`src/rtl/range_loader_pkg.sv`:
```
// Shared types and constants for the range-list loader: parser states,
// ASCII codes and entry/value widths.
package loader_pkg;

    typedef enum logic [1:0] {
        S_START = 2'd0,
        S_END   = 2'd1,
        S_DONE  = 2'd2,
        S_ERR   = 2'd3
    } state_t;

    localparam logic [7:0] CH_DASH  = 8'h2D;
    localparam logic [7:0] CH_COMMA = 8'h2C;
    localparam logic [7:0] CH_LF    = 8'h0A;
    localparam logic [7:0] CH_CR    = 8'h0D;
    localparam logic [7:0] CH_SP    = 8'h20;
    localparam logic [7:0] CH_0     = 8'h30;
    localparam logic [7:0] CH_9     = 8'h39;

    localparam int ENTRY_W = 128;
    localparam int VAL_W   = 64;

endpackage

```
`src/rtl/range_loader_dec_accum.sv`:
```
// 64-bit decimal accumulator: acc <= acc*10 + digit, with overflow flag
// computed on the 68-bit intermediate.
module dec_accum
    import loader_pkg::*;
(
    input  logic             clk,
    input  logic             rst_n,
    input  logic             clr,
    input  logic             digit_en,
    input  logic [3:0]       digit,
    output logic [VAL_W-1:0] value,
    output logic [VAL_W-1:0] next_value,
    output logic             overflow
);

    logic [VAL_W+3:0] acc_wide;
    logic [VAL_W+3:0] prod;

    assign acc_wide   = {4'b0000, value};
    assign prod       = (acc_wide << 3) + (acc_wide << 1) + {{VAL_W{1'b0}}, digit};
    assign next_value = prod[VAL_W-1:0];
    assign overflow   = |prod[VAL_W+3:VAL_W];

    always_ff @(posedge clk) begin
        // NOTE: non-blocking assignment so every register samples pre-edge values.
        if (!rst_n) begin
            value <= '0;
        end else if (clr) begin
            value <= '0;
        end else if (digit_en && !overflow) begin
            value <= next_value;
        end
    end

endmodule

```
`src/rtl/range_loader.sv`:
```
// Streaming ASCII range-list parser that writes {end, start} entries into
// the solver's range memory, one entry per parsed range.
module range_loader
    import loader_pkg::*;
#(
    parameter int RANGE_COUNT = 38,
    parameter int ADDR_W      = 6
) (
    input  logic               clk,
    input  logic               rst_n,
    input  logic               in_valid,
    input  logic [7:0]         in_data,
    input  logic               in_last,
    output logic               in_ready,
    output logic               wr_en,
    output logic [ADDR_W-1:0]  wr_addr,
    output logic [ENTRY_W-1:0] wr_data,
    output logic [ADDR_W:0]    range_count,
    output logic               done,
    output logic               error
);

    localparam logic [ADDR_W:0] CAP = (ADDR_W + 1)'(RANGE_COUNT);
    localparam logic [ADDR_W:0] ONE = {{ADDR_W{1'b0}}, 1'b1};

    state_t           state, state_n;
    logic [VAL_W-1:0] start_q, start_n;
    logic             have, have_n;

    logic             acc_clr, acc_dig, acc_ovf;
    logic [VAL_W-1:0] acc_value, acc_next, end_val;

    logic fire, is_digit, is_term, is_blank;
    logic emit_req, emit, err;

    assign fire     = in_valid && in_ready;
    assign is_digit = (in_data >= CH_0) && (in_data <= CH_9);
    assign is_term  = (in_data == CH_COMMA) || (in_data == CH_LF);
    assign is_blank = (in_data == CH_SP) || (in_data == CH_CR);
    // An in_last on a digit closes the range with the digit already folded in.
    assign end_val  = is_digit ? acc_next : acc_value;

    dec_accum u_acc (
        .clk        (clk),
        .rst_n      (rst_n),
        .clr        (acc_clr),
        .digit_en   (acc_dig),
        .digit      (in_data[3:0]),
        .value      (acc_value),
        .next_value (acc_next),
        .overflow   (acc_ovf)
    );

    always_comb begin
        // NOTE: every signal gets a default first so no latch is inferred.
        state_n  = state;
        start_n  = start_q;
        have_n   = have;
        acc_clr  = 1'b0;
        acc_dig  = 1'b0;
        emit_req = 1'b0;
        emit     = 1'b0;
        err      = 1'b0;

        if (fire) begin
            if (is_digit) begin
                acc_dig = 1'b1;
                if (acc_ovf) err = 1'b1;
                else         have_n = 1'b1;
            end else if (in_data == CH_DASH) begin
                if (state == S_START && have) begin
                    start_n = acc_value;
                    acc_clr = 1'b1;
                    have_n  = 1'b0;
                    state_n = S_END;
                end else begin
                    err = 1'b1;
                end
            end else if (is_term) begin
                if (state == S_END) begin
                    if (have) emit_req = 1'b1;
                    else      err = 1'b1;
                end else if (have) begin
                    err = 1'b1;
                end
            end else if (!is_blank) begin
                err = 1'b1;
            end

            if (in_last && !err && !emit_req && state_n == S_END) begin
                if (have_n) emit_req = 1'b1;
                else        err = 1'b1;
            end

            if (emit_req && !err) begin
                if (start_n > end_val || range_count == CAP) begin
                    err = 1'b1;
                end else begin
                    emit    = 1'b1;
                    acc_clr = 1'b1;
                    have_n  = 1'b0;
                    state_n = S_START;
                end
            end

            if (in_last && !err) state_n = S_DONE;
            if (err)             state_n = S_ERR;
        end
    end

    always_ff @(posedge clk) begin
        if (!rst_n) begin
            state       <= S_START;
            start_q     <= '0;
            have        <= 1'b0;
            in_ready    <= 1'b0;
            wr_en       <= 1'b0;
            wr_addr     <= '0;
            wr_data     <= '0;
            range_count <= '0;
            done        <= 1'b0;
            error       <= 1'b0;
        end else begin
            state    <= state_n;
            start_q  <= start_n;
            have     <= have_n;
            in_ready <= (state_n == S_START) || (state_n == S_END);
            wr_en    <= emit;
            if (emit) begin
                wr_addr     <= range_count[ADDR_W-1:0];
                wr_data     <= {end_val, start_q};
                range_count <= range_count + ONE;
            end
            done  <= (state_n == S_DONE);
            error <= (state_n == S_ERR);
        end
    end

endmodule
```
`config.mk`:
```
export PLATFORM = sky130hd
export DESIGN_NAME = range_loader
export DESIGN_NICKNAME = d
export VERILOG_FILES = /design/src/rtl/range_loader_pkg.sv /design/src/rtl/range_loader_dec_accum.sv /design/src/rtl/range_loader.sv
export SDC_FILE = /design/constraint.sdc
export NUM_CORES = 1
export LEC_CHECK = 0
export ABC_CLOCK_PERIOD_IN_PS = 6230
export BUFFER_PORTS_ARGS = -buffer_cell sky130_fd_sc_hd__buf_2
export CORE_MARGIN = 5
export CORE_UTILIZATION = 56
export CTS_BUF_LIST = sky130_fd_sc_hd__clkbuf_8
export DETAILED_ROUTE_END_ITERATION = 8
export GPL_ROUTABILITY_DRIVEN = 0
export PLACE_DENSITY = 0.77
export SLEW_MARGIN = 0
export SYNTH_ARGS = -nofsm -noshare
export SYNTH_HDL_FRONTEND = slang
export SYNTH_SLANG_ARGS = --single-unit
```
`constraint.sdc`:
```
create_clock -name clk -period 6.23 [get_ports clk]
set_input_delay 0 -clock clk [delete_from_list [all_inputs] [get_ports clk]]
set_output_delay 0 -clock clk [all_outputs]
set_load 0.01 [all_outputs]
```
==> impl_results.md, run 1 <==
* Status: finished, final reports clean
* Die height at 186 um
* Final Instance Area at 0.0204 mm2
* Most frequent cells after synthesis: nand2_1, a21oi_1, dfxtp_1, ha_1, nor2_1
* Min Clock Period, post-route at 5.98 ns
* Post-synth cell types at 74
* Final-report hold violation count at 0
* Dpl hpwl at 34500 um
* Clk slew on worst S/H paths at 0.06 ns
* DRC at 0
* Post-synthesis simple-gate area fraction at 22.7%
* Final setup violating endpoints at 0
* Post-route ant nets at 0
* Die width at 186 um
* Boundary pin count at 157
* Worst Setup Path Type: flip-flop to flip-flop
* Largest net degree at the start of global routing at 113
* Vias in the first global route at 16100
* Synth Area in Compound Gates at 20.8%
* Initial antenna violation count at 1
* Clk buf depth at 3
* Clock tree root driver cell: clkbuf_8
* Total GRT Usage at 26.4%
* Clk_lat worst skew at 0.58 ns
* Initial Utilization at 56.8%
* Cell Rows at 64
* Num CTS Buffers at 48
* Fmax at 167 MHz
* Synth Area in Adders at 14.2%
* Die ar. at 0.0346 mm2
* Gate Count Post-Synth at 2288
* Critical Path Fanout Max at 31
* Period utilization at 96.1%
* CTS tree: built
* Nets at 2689
* Drt total wl at 48500 um
* Clock Sinks at 276
* RSZ-0062 raised after global routing: yes
* Largest family of logic cells by synthesized area: simple AND/OR/NAND/NOR gates
* Area growth syn-to-layout at 17.6%
* Least-Margin Pin Slew at 1.05 ns
* Worst EP required at 6.70 ns
* H-tree depth at 2
* Layout Cells excl Fill at 2912
* Post-place setup slack at -0.180 ns
* DR vias/cell at 5.95
* Top FF cell, synth: dfxtp_1
* Synthesis-stage register bit count at 276
* First-pass GRT wire length at 78000 um
* Critical path endpoint category: flip-flop
* Mapped Area at 0.0174 mm2
* Synthesized area per cell at 7.59 um2
* Number of flops mapped to enable cells by yosys at 0
* Synth top area share at 31.8%
* Number of placed instances, taps included at 2802
* Critical path launch point type: flip-flop
* MaxCap Viol Count at 0
* DR WL/cell at 16.7 um
* Slew Viols, Final at 0
* Pleak at 9.00 nW
* Seq/Total Area, Yosys at 31.8%
* Placed cell areas at 0.0189 mm2
* Peak supply drop at 0.158 mV
* Hold Slack at 0.0278 ns
* Slew headroom at 29.9%
* Largest cells by area after synthesis: dfxtp_1, nand2_1, ha_1, a21oi_1, mux2i_1
* Power per Cell Area at 172 mW/mm2
* Fraction of registers with async set/reset at 0%
* Via Count at 17300
* Mux cell area share after synthesis at 3.58%
* Synthesis Warnings at 0
* Fin util at 66.7%
* Layout cells sized above 1 at 16.1%
* Final setup margin at 0.245 ns
* Core box area at 0.0306 mm2
* Area leader, netlist: dfxtp_1
* Post-Synth XOR/XNOR Area at 2.98%
* DRT Pass-1 Iters at 8
* Final Skew at 0.0154 ns
* CP arrival at 6.46 ns
* Initial DRC count at 1294
* Count leader, synth: nand2_1
* IO Port Bufs at 156
* Mapped Nets at 2496
* Overflow after GRT at 0
* Hold crit path type: input pin to flip-flop
==> worst max-delay path, cell delays in order, from the launching register on <==
cell       delay, ns
dfxtp_1         0.33
inv_1           0.07
fa_1            0.51
inv_1           0.07
fa_2            0.41
a211oi_2        0.26
nor2_1          0.09
and3_1          0.21
o311a_4         0.34
nor2_4          0.16
o41a_1          0.27
o21ai_4         0.12
buf_4           0.16
xor2_2          0.18
mux2i_2         0.12
ha_1            0.33
nand4_1         0.18
or3_1           0.41
a31oi_1         0.30
a211oi_2        0.08
a21oi_1         0.25
a211oi_1        0.07
buf_4           0.17
o21a_4          0.13
buf_4           0.17
clkbuf_16       0.21
a211oi_1        0.25
==> flip-flops by register name, summed over array words and instances (netlist names) <==
name and count:
wr_addr 6, start_q 64, error 1, u_acc.value 64, range_count 7, wr_en 1, state 2, in_ready 1
done 1, wr_data 128, have 1
==> placed cells by master (no fill, tap or decap), types with 8 or more instances in the layout <==
cell type	count
o21ai_0	56
clkbuf_8	59
mux2i_1	59
a211oi_2	13
nor2_1	126
nor3_1	18
dfxtp_1	275
a21oi_1	302
xor2_1	19
ha_1	191
or3_1	9
buf_2	156
nand3_1	21
inv_1	41
a211oi_1	61
a21o_1	43
buf_4	102
o21ai_1	9
a31oi_1	8
o21a_1	17
nor2b_1	13
and3_1	12
nand2b_1	10
nand4_1	37
o21bai_1	8
xnor2_1	34
nand2_1	661
==> where the power goes <==
group / switching [W] / internal [W] / total [W]
Sequential: 0.00000424 / 0.00177 / 0.00177
Clock: 0.000749 / 0.000891 / 0.00164
Combinational: 0.0000680 / 0.0000303 / 0.0000983
Total: 0.000821 / 0.00269 / 0.00351
==> cells by family (layout without fill, tap and decap cells) <==
family,Yosys count,in the layout
AO/OA/AOI/OAI,589,589
XOR/XNOR,59,59
adder cells (fa/ha/maj),196,196
buffers and inverters,156,383
flip-flops,276,276
multiplexers,62,62
other,0,1
AND/OR/NAND/NOR,950,950
==> per-layer routing <==
layer / track usage, % / vias to the layer above / share of wire [%]
met3: 4.28 / 104 / 7.9
met5: 0 / - / 0
li1: - / 8390 / -
met4: 8.22 / 0 / 2.7
met2: 42.5 / 670 / 45
met1: 36.6 / 8150 / 45
==> what timing repair did <==
item | CTS | global route
buffers inserted | 0 | 16
cloned | 0 | 4
gates resized for setup | 6 | 59
hold endpoints to repair | 14 | 0
setup endpoints to repair | 205 | 212
hold buffers | 5 | 0
pin swaps | 0 | 23
==> stage by stage <==
step / setup TNS [ns] / power [W]
after floorplan: 0 / 0.00187
after detailed placement: -14.99 / 0.00190
final: 0 / 0.00351
after global routing: -3.06 / 0.00363
after global placement: -0.983 / 0.00190
after CTS: -0.119 / 0.00353
==> final cells by class <==
| class | instances | area [um2] |
|---|---|---|
| multi-input combinational | 1856 | 11500 |
| timing repair buffer | 276 | 1890 |
| antenna | 1 | 2.50 |
| clock inverter | 25 | 136 |
| clock buffer | 59 | 812 |
| tap | 396 | 495 |
| inverter | 23 | 91.3 |
| fill | 2623 | 10200 |
| sequential | 276 | 5530 |
==> path summary, 6_finish.rpt <==
kind                                                   from                   endpoint  slack [ns]  cells after the start
worst max-delay path            u_acc.value[0]$_SDFFE_PP0P_  wr_data[112]$_SDFFE_PN0P_        0.25                     26
worst min-delay path                                  rst_n           wr_en$_SDFF_PN0_        0.03                      3
worst max register to register  u_acc.value[0]$_SDFFE_PP0P_  wr_data[112]$_SDFFE_PN0P_        0.25                     26
worst min register to register     wr_data[34]$_SDFFE_PN0P_   wr_data[34]$_SDFFE_PN0P_        0.45                      2
Power figures use the tool's default switching activity.
==> run 2: changes to the inputs <==
--- a/config.mk
+++ b/config.mk
@@ -8,11 +8,11 @@
 export ABC_CLOCK_PERIOD_IN_PS = 6230
 export BUFFER_PORTS_ARGS = -buffer_cell sky130_fd_sc_hd__buf_2
 export CORE_MARGIN = 5
-export CORE_UTILIZATION = 56
+export CORE_UTILIZATION = 50
 export CTS_BUF_LIST = sky130_fd_sc_hd__clkbuf_8
 export DETAILED_ROUTE_END_ITERATION = 8
 export GPL_ROUTABILITY_DRIVEN = 0
-export PLACE_DENSITY = 0.77
+export PLACE_DENSITY = 0.7
 export SLEW_MARGIN = 0
 export SYNTH_ARGS = -nofsm -noshare
 export SYNTH_HDL_FRONTEND = slang
==> run 2 against run 1 <==
Effect of this change: first-iteration DRC count fell by 15%; die area rose by 11%; non-clock buffer count rose by 25; register-to-register slack got worse by 0.11 ns; combinational power fell by 0.6%; sequential share of layout area fell by 0.82 points; critical path type unchanged; worst hold slack improved by 0.039 ns; routed wire length rose by 6.5%; final area rose by 3.2%; critical path depth rose by 2; utilization fell by 5.5 points.
==> impl_results.md, run 2 (synthesized netlist as in run 1, its figures left out) <==
* Overflow after GRT at 0
* Final Instance Area at 0.0211 mm2
* Post-route ant nets at 0
* CP arrival at 6.51 ns
* First-pass GRT wire length at 80700 um
* Total GRT Usage at 24.5%
* IO Port Bufs at 156
* Most frequent cells in the layout: nand2_1, a21oi_1, dfxtp_1, ha_1, buf_2
* DRC at 0
* DRT Pass-1 Iters at 5
* Slew Viols, Final at 0
* Crit path max-delay family: compound AO/OA/AOI/OAI gates
* Largest reg by FF count: wr_data
* Hold Slack at 0.0673 ns
* Fillers at 3166
* Buf/Inv on CP at 8
* Critical Path Fanout Max at 17
* Die width at 196 um
* Highest-delay cell along the critical path: a2111oi_4
* Critical path launch point type: flip-flop
* Pleak at 9.19 nW
* Clk buf depth at 3
* Final Skew at 0.0206 ns
* Worst EP required at 6.65 ns
* Final setup violating endpoints at 0
* Cell Rows at 68
* Largest net degree at the start of global routing at 115
* Die ar. at 0.0385 mm2
* Most used cell, CP: buf_4
* Least-Margin Pin Slew at 1.01 ns
* Slew headroom at 32.7%
* MaxCap Viol Count at 0
* Worst Setup Path Type: flip-flop to flip-flop
* Dpl hpwl at 35500 um
* Initial Utilization at 50.5%
* Nets at 2715
* Peak supply drop at 0.141 mV
* Die height at 196 um
* Drt total wl at 51700 um
* CP max stage delay at 0.41 ns
* Clk slew on worst S/H paths at 0.06 ns
* Critical path endpoint category: flip-flop
* Via Count at 17200
* Vias in the first global route at 16200
* Max reg flops at 128
* DR vias/cell at 5.74
* Final-report hold violation count at 0
* Status: finished, final reports clean
* Min Clock Period, post-route at 6.09 ns
* Hold crit path type: input pin to flip-flop
* Clock tree root driver cell: clkbuf_8
* CTS tree: built
* Num CTS Buffers at 49
* Clk_lat worst skew at 0.59 ns
* H-tree depth at 2
* Most common cell after layout, fill and taps aside: nand2_1
* Boundary pin count at 157
* Core box area at 0.0344 mm2
* Total Power at 0.00364 W
* Area growth syn-to-layout at 21.3%
* DR WL/cell at 17.2 um
* Layout cells sized above 1 at 19.1%
* Initial DRC count at 1101
* Period utilization at 97.8%
* Largest regs: wr_data: 128 flops, start_q: 64 flops, u_acc.value: 64 flops
* Power per Cell Area at 173 mW/mm2
* Initial antenna violation count at 4
* Fmax at 164 MHz
* Clock Sinks at 276
* # diodes at 0
* Placed cell areas at 0.0190 mm2
run 2: layer usage:
| layer | wire, um | track usage [%] | up-vias | part of all wire (%) |
|---|---|---|---|---|
| met5 | 45 | 0 | - | 0.087 |
| met4 | 1190 | 6.59 | 8 | 2.3 |
| met3 | 3600 | 5.21 | 103 | 7.0 |
| met2 | 23000 | 38.5 | 532 | 45 |
| met1 | 23800 | 34.3 | 8141 | 46 |
| li1 | - | - | 8435 | - |
run 2: area by class of cell:
| cell class | instances | area, um2 | area share (%) |
|---|---|---|---|
| Timing Repair Buffer | 301 | 2170 | 10.3 |
| Clock inverter | 25 | 139 | 0.659 |
| Sequential cell | 276 | 5530 | 26.3 |
| Tap cell | 455 | 569 | 2.70 |
| Clock buffer | 66 | 908 | 4.31 |
| Inverter | 23 | 91.3 | 0.434 |
| Multi-Input combinational cell | 1856 | 11700 | 55.3 |
run 2: timing repair:
item | 4_1_cts | 5_1_grt
gates cloned | 0 | 9
hold buffers | 4 | 0
buffers inserted | 2 | 30
resized for setup | 7 | 109
endpoints found under the hold margin | 28 | 0
pin swaps | 1 | 41
setup endpoints to repair | 178 | 212
run 2: where the power goes:
part	internal, W	total, W	switching [W]
clock network	0.000987	0.00177	0.000779
logic	0.0000290	0.0000977	0.0000687
registers	0.00177	0.00177	0.00000373
run 2: stage by stage:
step           worst slack, ns  std cells  setup TNS, ns  utilization (%)
2_1_floorplan            0.377       2288              0                -
3_3_place_gp           -0.0159       2866        -0.0585             55.3
3_5_place_dp           -0.0883       2866          -4.26             55.3
4_1_cts                0.00289       2963              0             58.6
5_1_grt                -0.0990       3002          -6.32             61.3
6_report                 0.139       3002              0             61.3
run 2: tightest hold or removal path, stage by stage:
cell	delay (ns)
buf_2	0.12
nand2_1	0.27
nand2_1	0.16
a21oi_1	0.06
run 2: path summary, 6_finish.rpt:
| kind | from | slack [ns] | end | cells past startpoint |
|---|---|---|---|---|
| hold reg to reg | wr_data[17]$_SDFFE_PN0P_ | 0.45 | wr_data[17]$_SDFFE_PN0P_ | 2 |
| setup reg to reg | u_acc.value[12]$_SDFFE_PP0P_ | 0.14 | wr_data[80]$_SDFFE_PN0P_ | 28 |
| setup / recovery | u_acc.value[12]$_SDFFE_PP0P_ | 0.14 | wr_data[80]$_SDFFE_PN0P_ | 28 |
| hold / removal | in_valid | 0.07 | start_q[2]$_SDFFE_PN0P_ | 4 |
==> run 3: changes to the inputs <==
--- a/config.mk
+++ b/config.mk
@@ -5,6 +5,7 @@
 export SDC_FILE = /design/constraint.sdc
 export NUM_CORES = 1
 export LEC_CHECK = 0
+export ABC_AREA = 1
 export ABC_CLOCK_PERIOD_IN_PS = 6230
 export BUFFER_PORTS_ARGS = -buffer_cell sky130_fd_sc_hd__buf_2
 export CORE_MARGIN = 5
@@ -12,7 +13,7 @@
 export CTS_BUF_LIST = sky130_fd_sc_hd__clkbuf_8
 export DETAILED_ROUTE_END_ITERATION = 8
 export GPL_ROUTABILITY_DRIVEN = 0
-export PLACE_DENSITY = 0.7
+export PLACE_DENSITY = 0.69
 export SLEW_MARGIN = 0
 export SYNTH_ARGS = -nofsm -noshare
 export SYNTH_HDL_FRONTEND = slang
==> run 3 against run 2 <==
Effect of this change: clock skew increased by 0.0013 ns; non-clock buffer count decreased by 104; largest cell class unchanged; routed wire length increased by 5.3%; final area decreased by 3.2%.
==> impl_results.md, run 3 <==
* Status: finished, final reports clean
* Clk buf depth at 3
* Largest cells by area after synthesis: dfxtp_1, ha_1, nand2_1, a21oi_1, o21ai_0
* Synthesized area per cell at 6.89 um2
* First-pass GRT wire length at 86300 um
* Final Skew at 0.0219 ns
* Layout cells sized above 1 at 13.7%
* Gate Count Post-Synth at 2590
* H-tree depth at 2
* Hold Slack at 0.220 ns
* Slew headroom at 28.4%
* Top FF cell, synth: dfxtp_1
* Most frequent cells in the layout: nand2_1, inv_1, a21oi_1, dfxtp_1, o21ai_0
* Worst Setup Path Type: flip-flop to flip-flop
* Critical path endpoint category: flip-flop
* Most used cell, CP: nand2_1
* Post-route ant nets at 0
* Area leader, netlist: dfxtp_1
* Clk slew on worst S/H paths at 0.07 ns
* Core box area at 0.0354 mm2
* Initial DRC count at 1168
* Most frequent cells after synthesis: nand2_1, inv_1, a21oi_1, dfxtp_1, o21ai_0
* DR vias/cell at 5.51
* Critical path launch point type: flip-flop
* Fmax at 170 MHz
* Initial Utilization at 50.4%
* Drt total wl at 54400 um
* Die height at 199 um
* Fraction of registers with async set/reset at 0%
* Clock tree root driver cell: clkbuf_8
* Total GRT Usage at 26.6%
* Synthesis-stage register bit count at 276
* Most common cell after layout, fill and taps aside: nand2_1
* Worst EP required at 6.78 ns
* Least-Margin Pin Slew at 1.07 ns
* Overflow after GRT at 0
* Dpl hpwl at 39900 um
* IO Port Bufs at 156
* Die width at 199 um
* Via Count at 17800
* Synth top area share at 30.9%
* Peak supply drop at 0.171 mV
* Cell Rows at 69
* Clk_lat worst skew at 0.64 ns
* Power per Cell Area at 183 mW/mm2
* Pleak at 9.95 nW
* Slew Viols, Final at 0
* Period utilization at 94.7%
* Num CTS Buffers at 48
* Critical Path Fanout Max at 22
* MaxCap Viol Count at 0
* Post-synth cell types at 56
* Largest regs: wr_data: 128 flops, start_q: 64 flops, u_acc.value: 64 flops
* Largest reg by FF count: wr_data
* Highest-delay cell along the critical path: fa_1
* Mapped Nets at 2798
* DR WL/cell at 16.8 um
* CP max stage delay at 0.51 ns
* Number of flops mapped to enable cells by yosys at 0
* Largest net degree at the start of global routing at 126
* Vias in the first global route at 17100
* CTS tree: built
* Nets at 2941
* Max reg flops at 128
* Fin util at 57.6%
* Hold crit path type: input pin to flip-flop
* Final setup violating endpoints at 0
* Synthesis Warnings at 0
* Count leader, synth: nand2_1
* Clock Sinks at 276
* DRC at 0
* # diodes at 0
* Die ar. at 0.0396 mm2
* DRT Pass-1 Iters at 6
* Final-report hold violation count at 0
* Area growth syn-to-layout at 14.2%
* Min Clock Period, post-route at 5.90 ns
* Initial antenna violation count at 0
* Boundary pin count at 157
* Seq/Total Area, Yosys at 30.9%
* CP arrival at 6.44 ns
* Mapped Area at 0.0179 mm2
-- run 3: cell count changes after synthesis, sizes merged, moves of 20 or more --
cell,delta
nor2,+70
o22ai,+35
inv,+296
clkbuf,-26
nand2,-46
o21ai,+236
a21o,-38
nand4,-20
a211oi,-67
mux2i,-53
-- run 3: metal layers --
metal / up-vias / share of wire (%) / GRT usage, %
met2: 607 / 46 / 44.9
met5: - / 0 / 0
met1: 8199 / 43 / 33.0
li1: 8854 / - / -
met3: 142 / 6.6 / 4.59
met4: 0 / 4.7 / 13.1
-- run 3: cells by family (layout without fill, tap and decap cells) --
family / after synthesis / count (layout) / share of synthesized area [%]
fa+ha+maj: 196 / 196 / 13.8
flops: 276 / 276 / 30.9
xor+xnor: 60 / 60 / 2.94
buf+inv: 424 / 606 / 9.44
compound gates: 703 / 703 / 21.3
mux: 8 / 8 / 0.448
simple gates: 923 / 923 / 21.1
-- run 3: layout make-up --
cell class                      instances  area [um2]
Clock inverter                         30         230
Inverter                              320        1200
Timing Repair Buffer                  197        1270
Sequential cell                       276        5530
Fill cell                            3447       15000
Tap cell                              461         577
Clock buffer                           59         812
Multi-Input combinational cell       1890       10800
-- run 3: worst paths after layout --
check | endpoint | slack, ns | depth (start not counted) | from
max reg2reg | wr_data[84]$_SDFFE_PN0P_ | 0.33 | 34 | u_acc.value[0]$_SDFFE_PP0P_
min reg2reg | wr_data[64]$_SDFFE_PN0P_ | 0.46 | 2 | wr_data[64]$_SDFFE_PN0P_
min | wr_data[125]$_SDFFE_PN0P_ | 0.22 | 7 | in_data[3]
max | wr_data[84]$_SDFFE_PN0P_ | 0.33 | 34 | u_acc.value[0]$_SDFFE_PP0P_
-- run 3: where the power goes --
group	switching, W	total (W)	internal, W	leakage (nW)
clock	0.000809	0.00180	0.000991	0.578
sequential	0.00000599	0.00178	0.00177	2.22
combinational	0.000110	0.000155	0.0000447	7.15
-- run 3: critical path, delay by kind of cell, from the launching register on --
kind	cells	cell delay [ns]
buffers and inverters	6	0.81
DFF	1	0.34
xor gates and xnor gates	1	0.15
adders and majority gates	3	1.12
and+or+nand+nor	19	2.44
AOI/OAI and AO/OA	5	0.94
-- run 3: metrics by stage --
step | cells | TNS [ns] | setup WS (ns) | power, W | instance area (um2)
6_report | 3233 | 0 | 0.333 | 0.00373 | 20400
5_1_grt | 3233 | -4.80 | -0.121 | 0.00386 | 20400
4_1_cts | 3224 | 0 | 0.0537 | 0.00377 | 20100
3_5_place_dp | 3129 | -0.246 | -0.0563 | 0.00196 | 19000
3_3_place_gp | 3129 | 0 | 0.221 | 0.00196 | 19000
2_1_floorplan | 2590 | 0 | 0.888 | 0.00191 | 17900
-- run 3: repair_timing --
action                     in CTS  in global routing
setup endpoints to repair      76                211
resized for setup               2                 30
hold endpoints to repair       47                  0
gates cloned                    0                  3
setup buffers                   0                  6
pin swaps                       0                  7
hold buffers                    6                  0
